--- src/rtl/arts_div_n16_ss2_seq.sv ---
// Approximate unsigned 16/16 divider: 4-bit leading-segment operands, restoring divide, rescale by segment-index difference.
// Latency: operands accepted at edge E -> out_valid after edge E+22 (20 DIV + NORM + DONE settle); one operation in flight.
// Backpressure: holds Q/dz/out_valid in DONE until out_ready; in_ready only in IDLE. Optional rounding: define ARTS_DIV_ROUND_EN.
module arts_div_n16_ss2_seq (
  input  logic        clk,
  input  logic        rst,
  input  logic        in_valid,
  output logic        in_ready,
  input  logic [15:0] A,
  input  logic [15:0] B,
  output logic        out_valid,
  input  logic        out_ready,
  output logic [15:0] Q,
  output logic        dz
);

  typedef enum logic [1:0] {IDLE, DIV, NORM, DONE} state_t;

  state_t      state, state_nxt;

  logic [3:0]  ta_r, tb_r;
  logic [2:0]  ka_r, kb_r;
  logic        bz_r;
  logic [3:0]  rem_r;
  logic [19:0] nq_r;      // dividend bits shift out of the top, quotient bits shift in at the bottom
  logic [4:0]  cnt_r;

  logic [6:0]  seg_a, seg_b;
  logic [4:0]  rem_sh, trial;
  logic        qbit;
  logic [5:0]  s_c;
  logic [19:0] shifted;
  logic        rbit;
  logic [20:0] qsum;
  logic [15:0] q_norm;

  // Returns {K, XH, XL}: index of the highest nonzero 2-bit segment and the 4-bit leading approximation.
  function automatic logic [6:0] seg_detect(input logic [15:0] x);
    logic [2:0] k;
    logic [1:0] xh, xl;
    logic [3:0] lo_idx;
    k = 3'd0;
    for (int i = 0; i < 8; i++) begin
      if (x[2*i +: 2] != 2'b00) k = 3'(i);
    end
    xh     = x[{k, 1'b0} +: 2];
    lo_idx = {k, 1'b0} - 4'd2;   // wraps harmlessly when k==0; masked below
    xl     = (k == 3'd0) ? 2'b00 : x[lo_idx +: 2];
    return {k, xh, xl};
  endfunction

  // Segment detect on the live inputs, sampled only at the accept edge.
  always_comb begin
    seg_a = seg_detect(A);
    seg_b = seg_detect(B);
  end

  // One restoring-division step: shift in the next dividend bit, trial-subtract the divisor.
  always_comb begin
    rem_sh = {rem_r, nq_r[19]};
    trial  = rem_sh - {1'b0, tb_r};
    qbit   = (rem_sh >= {1'b0, tb_r});
  end

  // Normalize: Q = R >> (16 - 2*(Ka-Kb)); shifts past the register width naturally give 0.
  always_comb begin
    s_c     = 6'd16 + {2'b00, kb_r, 1'b0} - {2'b00, ka_r, 1'b0};
    shifted = nq_r >> s_c;
    rbit    = 1'b0;
`ifdef ARTS_DIV_ROUND_EN
    rbit    = nq_r[0] & 1'b0;
    if (s_c <= 6'd20) rbit = nq_r[5'(s_c - 6'd1)];
`endif
    qsum    = {1'b0, shifted} + {20'd0, rbit};
    q_norm  = (|qsum[20:16]) ? 16'hFFFF : qsum[15:0];
  end

  // State register.
  always_ff @(posedge clk or posedge rst) begin
    if (rst) state <= IDLE;
    else     state <= state_nxt;
  end

  // Next-state decode; in_ready comes straight from the state register.
  always_comb begin
    state_nxt = state;
    in_ready  = 1'b0;
    case (state)
      IDLE: begin
        in_ready = 1'b1;
        if (in_valid) state_nxt = DIV;
      end
      DIV:  if (cnt_r == 5'd0) state_nxt = NORM;
      NORM: state_nxt = DONE;
      DONE: if (out_valid && out_ready) state_nxt = IDLE;
      default: state_nxt = IDLE;
    endcase
  end

  // Datapath and registered outputs; out_valid rises on the first DONE edge so latency is 22.
  always_ff @(posedge clk or posedge rst) begin
    if (rst) begin
      ta_r      <= 4'd0;
      tb_r      <= 4'd0;
      ka_r      <= 3'd0;
      kb_r      <= 3'd0;
      bz_r      <= 1'b0;
      rem_r     <= 4'd0;
      nq_r      <= 20'd0;
      cnt_r     <= 5'd0;
      Q         <= 16'h0000;
      dz        <= 1'b0;
      out_valid <= 1'b0;
    end else begin
      case (state)
        IDLE: begin
          if (in_valid) begin
            ka_r  <= seg_a[6:4];
            ta_r  <= seg_a[3:0];
            kb_r  <= seg_b[6:4];
            tb_r  <= seg_b[3:0];
            bz_r  <= (B == 16'h0000);
            rem_r <= 4'd0;
            nq_r  <= {seg_a[3:0], 16'h0000};
            cnt_r <= 5'd19;
          end
        end
        DIV: begin
          // With a zero divisor every trial succeeds; that result is overridden in NORM.
          rem_r <= qbit ? trial[3:0] : rem_sh[3:0];
          nq_r  <= {nq_r[18:0], qbit};
          cnt_r <= cnt_r - 5'd1;
        end
        NORM: begin
          Q  <= bz_r ? 16'hFFFF : q_norm;
          dz <= bz_r;
        end
        DONE: begin
          out_valid <= !(out_valid && out_ready);
        end
        default: ;
      endcase
    end
  end

endmodule

--- config.mk ---
export PLATFORM = sky130hd
export DESIGN_NAME = arts_div_n16_ss2_seq
export DESIGN_NICKNAME = d
export VERILOG_FILES = /design/src/rtl/arts_div_n16_ss2_seq.sv
export SDC_FILE = /design/constraint.sdc
export NUM_CORES = 1
export LEC_CHECK = 0
export ABC_AREA = 0
export CAP_MARGIN = 10
export CORE_UTILIZATION = 53
export CTS_CLUSTER_SIZE = 25
export DETAILED_ROUTE_END_ITERATION = 7
export PLACE_DENSITY = 0.8
export SYNTH_ARGS = -nofsm -noshare
export SYNTH_HDL_FRONTEND = slang
export SYNTH_SLANG_ARGS = --single-unit
--- constraint.sdc ---
create_clock -name clk -period 5.3 [get_ports clk]
set_input_delay 1.325 -clock clk [delete_from_list [all_inputs] [get_ports clk]]
set_output_delay 1.325 -clock clk [all_outputs]
set_load 0.05 [all_outputs]
After elaboration in Yosys (flattened, before gate mapping)
Index checks and enable logic that the tools add are counted.
- add/subtract/negate cells: 6
- $lt $le $gt $ge: 1
- eq/ne operators: 6
- shift-type cells: 5
- multiplexer cells: 30
- reductions and logical operators: 26
- operators by type and width (cell ; count):
    16-bit by 5-bit indexed part select with 2-bit output ; 4
    20-bit one-hot mux with 2 select lines ; 1
    3-bit 2-to-1 mux ; 12
    16-bit 2-to-1 mux ; 2
    2-bit nonzero test ; 15
    20-bit 2-to-1 mux ; 1
    20-bit by 6-bit right shift with 20-bit output ; 1
    16-bit logical NOT ; 1
    2-bit 2-to-1 mux ; 5
    5-bit one-hot mux with 2 select lines ; 1
    4-bit 2-to-1 mux ; 2
    2-bit one-hot mux with 4 select lines ; 1
    4-bit one-hot mux with 2 select lines ; 1
    4-bit by 2-bit subtractor with 4-bit output, second input constant ; 2
    5-bit by 4-bit adder with 6-bit output, first input constant ; 1
    3-bit logical NOT ; 2
    2-bit != test, second input constant ; 3
    6-bit by 4-bit subtractor with 6-bit output ; 1
    5-bit by 4-bit >= comparator with 1-bit output ; 1
    5-bit logical NOT ; 1
    5-bit 2-to-1 mux ; 1
    5-bit by 1-bit subtractor with 5-bit output, second input constant ; 1
    2-bit == test, second input constant ; 2
    2-bit AND reduction ; 2
    other kinds (8) ; 10
- flip-flop bits (word level): 60
- bits of input ports: 36
- output and inout port bits: 19
- logic and storage cells: 85

Logic depth before layout (Yosys ltp)
- depth in word-level cells: 13
- depth in mapped cells: 11
- gate-level depth less buffers: 9

Worst setup path before layout
OpenSTA, ideal clock, no wires.
- path kind: input -> register
- start point: input port A[10]
- end point: register nq_r[17]
- library setup time: 0.131 ns
- data arrival time: 3.339 ns
- required time: 5.169 ns
- slack: 1.829 ns
- cell stages on the path: 8
- path buffers: 1
- path through: or2_1 o41ai_4 inv_1 ha_1 clkbuf_1 mux4_1 nor2_1 a31oi_1
- word-level cells in the longest chain between the ends: 9
- elaborated cells on any way between the ends: 10
- those cells by class: 1 x add/sub; 1 x shift; 6 x mux; 2 x reduce/logical
- RTL lines (what ; RTL line ; source):
    start: declaration ; 9 ; input logic [15:0] A,
    2-bit nonzero test ; 44 ; if (x[2*i +: 2] != 2'b00) k = 3'(i);
    3-bit 2-to-1 mux (3 in a row) ; 44 ;
    4-bit by 2-bit subtractor with 4-bit output ; 47 ; lo_idx = {k, 1'b0} - 4'd2;
    16-bit by 5-bit indexed part select with 2-bit output ; 48 ; xl = (k == 3'd0) ? 2'b00 : x[lo_idx +: 2];
    2-bit 2-to-1 mux (*) ; 48 ;
    20-bit 2-to-1 mux (*) ; 117 ; if (in_valid) begin
    20-bit one-hot mux with 2 select lines (*) ; 115 ; case (state)
    end signal: assignment ; 124 ; nq_r <= {seg_a[3:0], 16'h0000};
    end signal: assignment ; 131 ; nq_r <= {nq_r[18:0], qbit};
    end: declaration ; 25 ; logic [19:0] nq_r;
Every way passes the cells marked *; elsewhere a longest branch is shown, timed or not. The select of a mux whose other input is x is not followed.
A chain may end at the register's enable or synchronous reset.

Final worst setup path
- start point: input port B[11]
- end point: register tb_r[0]
- word-level cells in the longest chain between the ends: 7
- elaborated cells on any way between the ends: 8
- those cells by class: 1 x add/sub; 1 x shift; 4 x mux; 2 x reduce/logical
- RTL lines (what ; RTL line ; source):
    start: declaration ; 10 ; input logic [15:0] B,
    2-bit nonzero test ; 44 ;
    3-bit 2-to-1 mux (3 in a row) ; 44 ;
    4-bit by 2-bit subtractor with 4-bit output ; 47 ;
    16-bit by 5-bit indexed part select with 2-bit output ; 48 ;
    2-bit 2-to-1 mux (*) ; 48 ;
    end signal: assignment ; 121 ; tb_r <= seg_b[3:0];
    end: declaration ; 21 ; logic [3:0] ta_r, tb_r;
Every way passes the cells marked *; elsewhere a longest branch is shown, timed or not.

==> reports/metrics.yaml <==
layout.cells.most_common: "sky130_fd_sc_hd__dfrtp_1"
async_set_reset_flop_share_out_of_synthesis_pct: 100
detailed_place_hpwl_mm: 7.11
syn_to_layout_area_delta_pct: 20.3
floorplan.io_pins: 55
max_root_sink_buffers: 2
gr-total-overflow: 0
max-slew-margin-rel_pct: 30.0
p_per_area_nw_per_um2: 646
timing.fmax_ghz: 0.264
cts.clk_slew.worst_paths_ns: 0.07
ys.warnings.count: 0
finish.utilization_pct: 67.2
clock_latency_ns: 0.34
outcome: "finished clean"
htreeDepth: 3
finalWeightedCongestion: 0.901
yosys_most_used_dff: "sky130_fd_sc_hd__dfrtp_1"
worstPathCellList: "clkdlybuf4s50_1 > or4_4 > o211ai_4 > inv_1 > ha_1 > mux4_2 > a21oi_1 > o31ai_1"
hp-start: "ka_r[2]"
floorplan.die.height_um: 90.2
count_of_standard_cell_rows: 31
synth_sequential_area_ratio_pct: 36.5
cts_resized: 0
insertedDiodeCount: 0
cts_root_buf: "sky130_fd_sc_hd__clkbuf_8"
worst_r2r_end: "Q[2]"
synthesis.instances: 448
p_clk_share_pct: 16.4
drt-total-wl_mm: 9.50
number_of_detailed_routing_iterations_run_before_antenna_repair: 5
worst_hold_path.endpoint: "ka_r[2]"
effective_utilization_at_floorplan_pct: 55.9
cell_internal_pwr_mw: 1.69
track_usage_pct: 24.8
slowest_stage_delay_cp_ns: 0.59
total_negative_slack_for_setup_checks_ns: 0
power.net_switching_mw: 1.51
synth_cell_type_count: 64
syn-mean-instance-area_um2: 9.19
critical_path_peak_fanout: 7
clock_sinks: 60
synth-edff-count: 0
post-route-period-util_pct: 71.6
timing.final.max_slew_violations: 0
drcViolationCount: 0
final_net_count: 549
layout-drive-gt1-share_pct: 9.00
finalHoldViolations: 0
total_leakage_power_nw: 2.17
setup_violations: 0
hold_slack_ns: 0.483
chipWidth_um: 90.2
vias_in_the_first_global_route: 3493
drt-vias-per-instance: 6.12
grt_start_max_net_pins: 34
holdCritPathClass: "register to register"
required_ns: 5.50
share_comb_of_total_power_pct: 59.2
switching_part_of_the_total_pct: 47.3
route.antenna.remaining_nets: 0
setup.worst_path.end_class: "register"
hold_depth: 2
fp.dieArea_um2: 8130
drt_iter0_markers: 199
power.share.sequential_pct: 24.4
crit_arrival_ns: 3.99
synth.ff_latch_count: 60
core_area_um2: 7370
cts-hold-fix-buffers: 0
timing.reg2reg.setup_slack_ns: 2.48
power.ir.vdd_worst_mv: 0.296
yosys.area.top_type: "sky130_fd_sc_hd__dfrtp_1"
vias: 3666
cts_buffers: 9
timing.final.crit_period_ns: 3.79
worst-slew-pin-transition_ns: 1.04
unrepaired_setup_endpoints_after_global_routing: "no"
route.detailed.wl_per_inst_um: 15.9
worst_path_max_delay_cell: "sky130_fd_sc_hd__or4_4"
timing.critical_path.from_type: "input port"
buffer_ports.inserted: 54
synth.top_cells.by_area: "sky130_fd_sc_hd__dfrtp_1 (36%), sky130_fd_sc_hd__mux2i_1 (5.6%), sky130_fd_sc_hd__nor2_1 (5.3%)"
timing.clock.skew_ns: 0.0105
clock_tree_from_tritoncts: "done"
synth_area_um2: 4120
synth_top_cell_area_share_pct: 36.5
critical_path_class: "input port to register"
maxCapViolCount: 0
cts_setup_buffers: 0
synth_fp_nets: 502
grt_antenna_before_repair: 0
critPathBufInv: 2
reg2reg_from: "ka_r[1]"
most_frequent_cells_in_the_layout: "sky130_fd_sc_hd__dfrtp_1 (60), sky130_fd_sc_hd__nor2_1 (58), sky130_fd_sc_hd__clkdlybuf4s50_1 (54)"
worstRegToRegCells: 7
first_pass_grt_wire_length_mm: 16.3
top_cell_family_by_delay_on_the_critical_path: "buffers and inverters"
## state kept, by name (all words and copies together) (netlist names)
signal     count
tb_r           4
rem_r          4
bz_r           1
nq_r          20
ka_r           3
cnt_r          5
kb_r           3
Q             16
dz             1
state          2
out_valid      1
## cell usage after synthesis, drive strengths merged, types with 3 or more instances
master  count
a31oi      12
mux2        9
o31ai       5
o21ai      25
a22o       18
a22oi       6
xor2        3
o22ai       4
nor4        5
a211o       3
nor2b       3
a21oi      26
o21a        3
nand3b      5
nor3        4
o211ai      8
xnor2       3
ha         17
inv        24
nor2       59
o221ai      3
mux2i      23
nand4       4
nand2      50
dfrtp      60
nand3       9
buf         5
mux4        8
clkbuf     16
## metal layers
metal,wire [um],share of wire [%],global-route usage [%],vias up
li1,-,-,-,1741
met1,4180,44,32.0,1792
met2,4730,50,41.8,114
met3,382,4.0,3.64,19
met4,201,2.1,9.95,0
met5,0,0,0,-
## cell families after synthesis
group,count (synthesis),synth area share [%]
compound gates,130,22.7
xor+xnor,6,1.73
fa+ha+maj,18,5.65
buf+inv,45,4.62
flops,60,36.5
mux,40,12.6
simple gates,149,16.2
## area by class of cell
cell class	instances	area, um2
clock buffers	12	155
fillers	606	2410
repair buffers	57	563
clock inverters	4	95.1
flip-flops and latches	60	1500
multi-input cells	343	2430
inverters	24	90.1
well taps	99	124
## metrics by stage
step	area (um2)	total power, mW	instances	setup WS (ns)
global route	4960	3.43	599	1.35
finish	4960	3.20	599	1.51
detailed placement	4710	2.67	583	1.13
global placement	4710	2.62	583	1.25
CTS	4960	3.20	599	1.50
floorplan	4120	2.24	448	1.83
## tightest hold or removal path, stage by stage (launching register included)
cell and delay [ns]:
sky130_fd_sc_hd__dfrtp_1 0.34, sky130_fd_sc_hd__nand2_1 0.04, sky130_fd_sc_hd__o21ai_0 0.06
## power groups by stage
stage               sequential [mW]  clock, mW  combinational [mW]
floorplan                     0.978          0                1.26
global placement              0.779          0                1.84
detailed placement            0.789          0                1.88
CTS                           0.781      0.527                1.89
global route                  0.805      0.550                2.07
finish                        0.781      0.524                1.90
## worst max path at each step
stage / endpoint / startpoint / cells after the start / slack (ns)
after floorplan: nq_r[17] / A[10] / 8 / 1.83
after global placement: tb_r[0] / B[11] / 8 / 1.25
after detailed placement: tb_r[0] / B[11] / 8 / 1.13
after CTS: tb_r[0] / B[11] / 8 / 1.50
after global routing: tb_r[1] / B[11] / 8 / 1.35
final: tb_r[0] / B[11] / 8 / 1.51
Note: power is estimated with default switching activity, not from simulation.
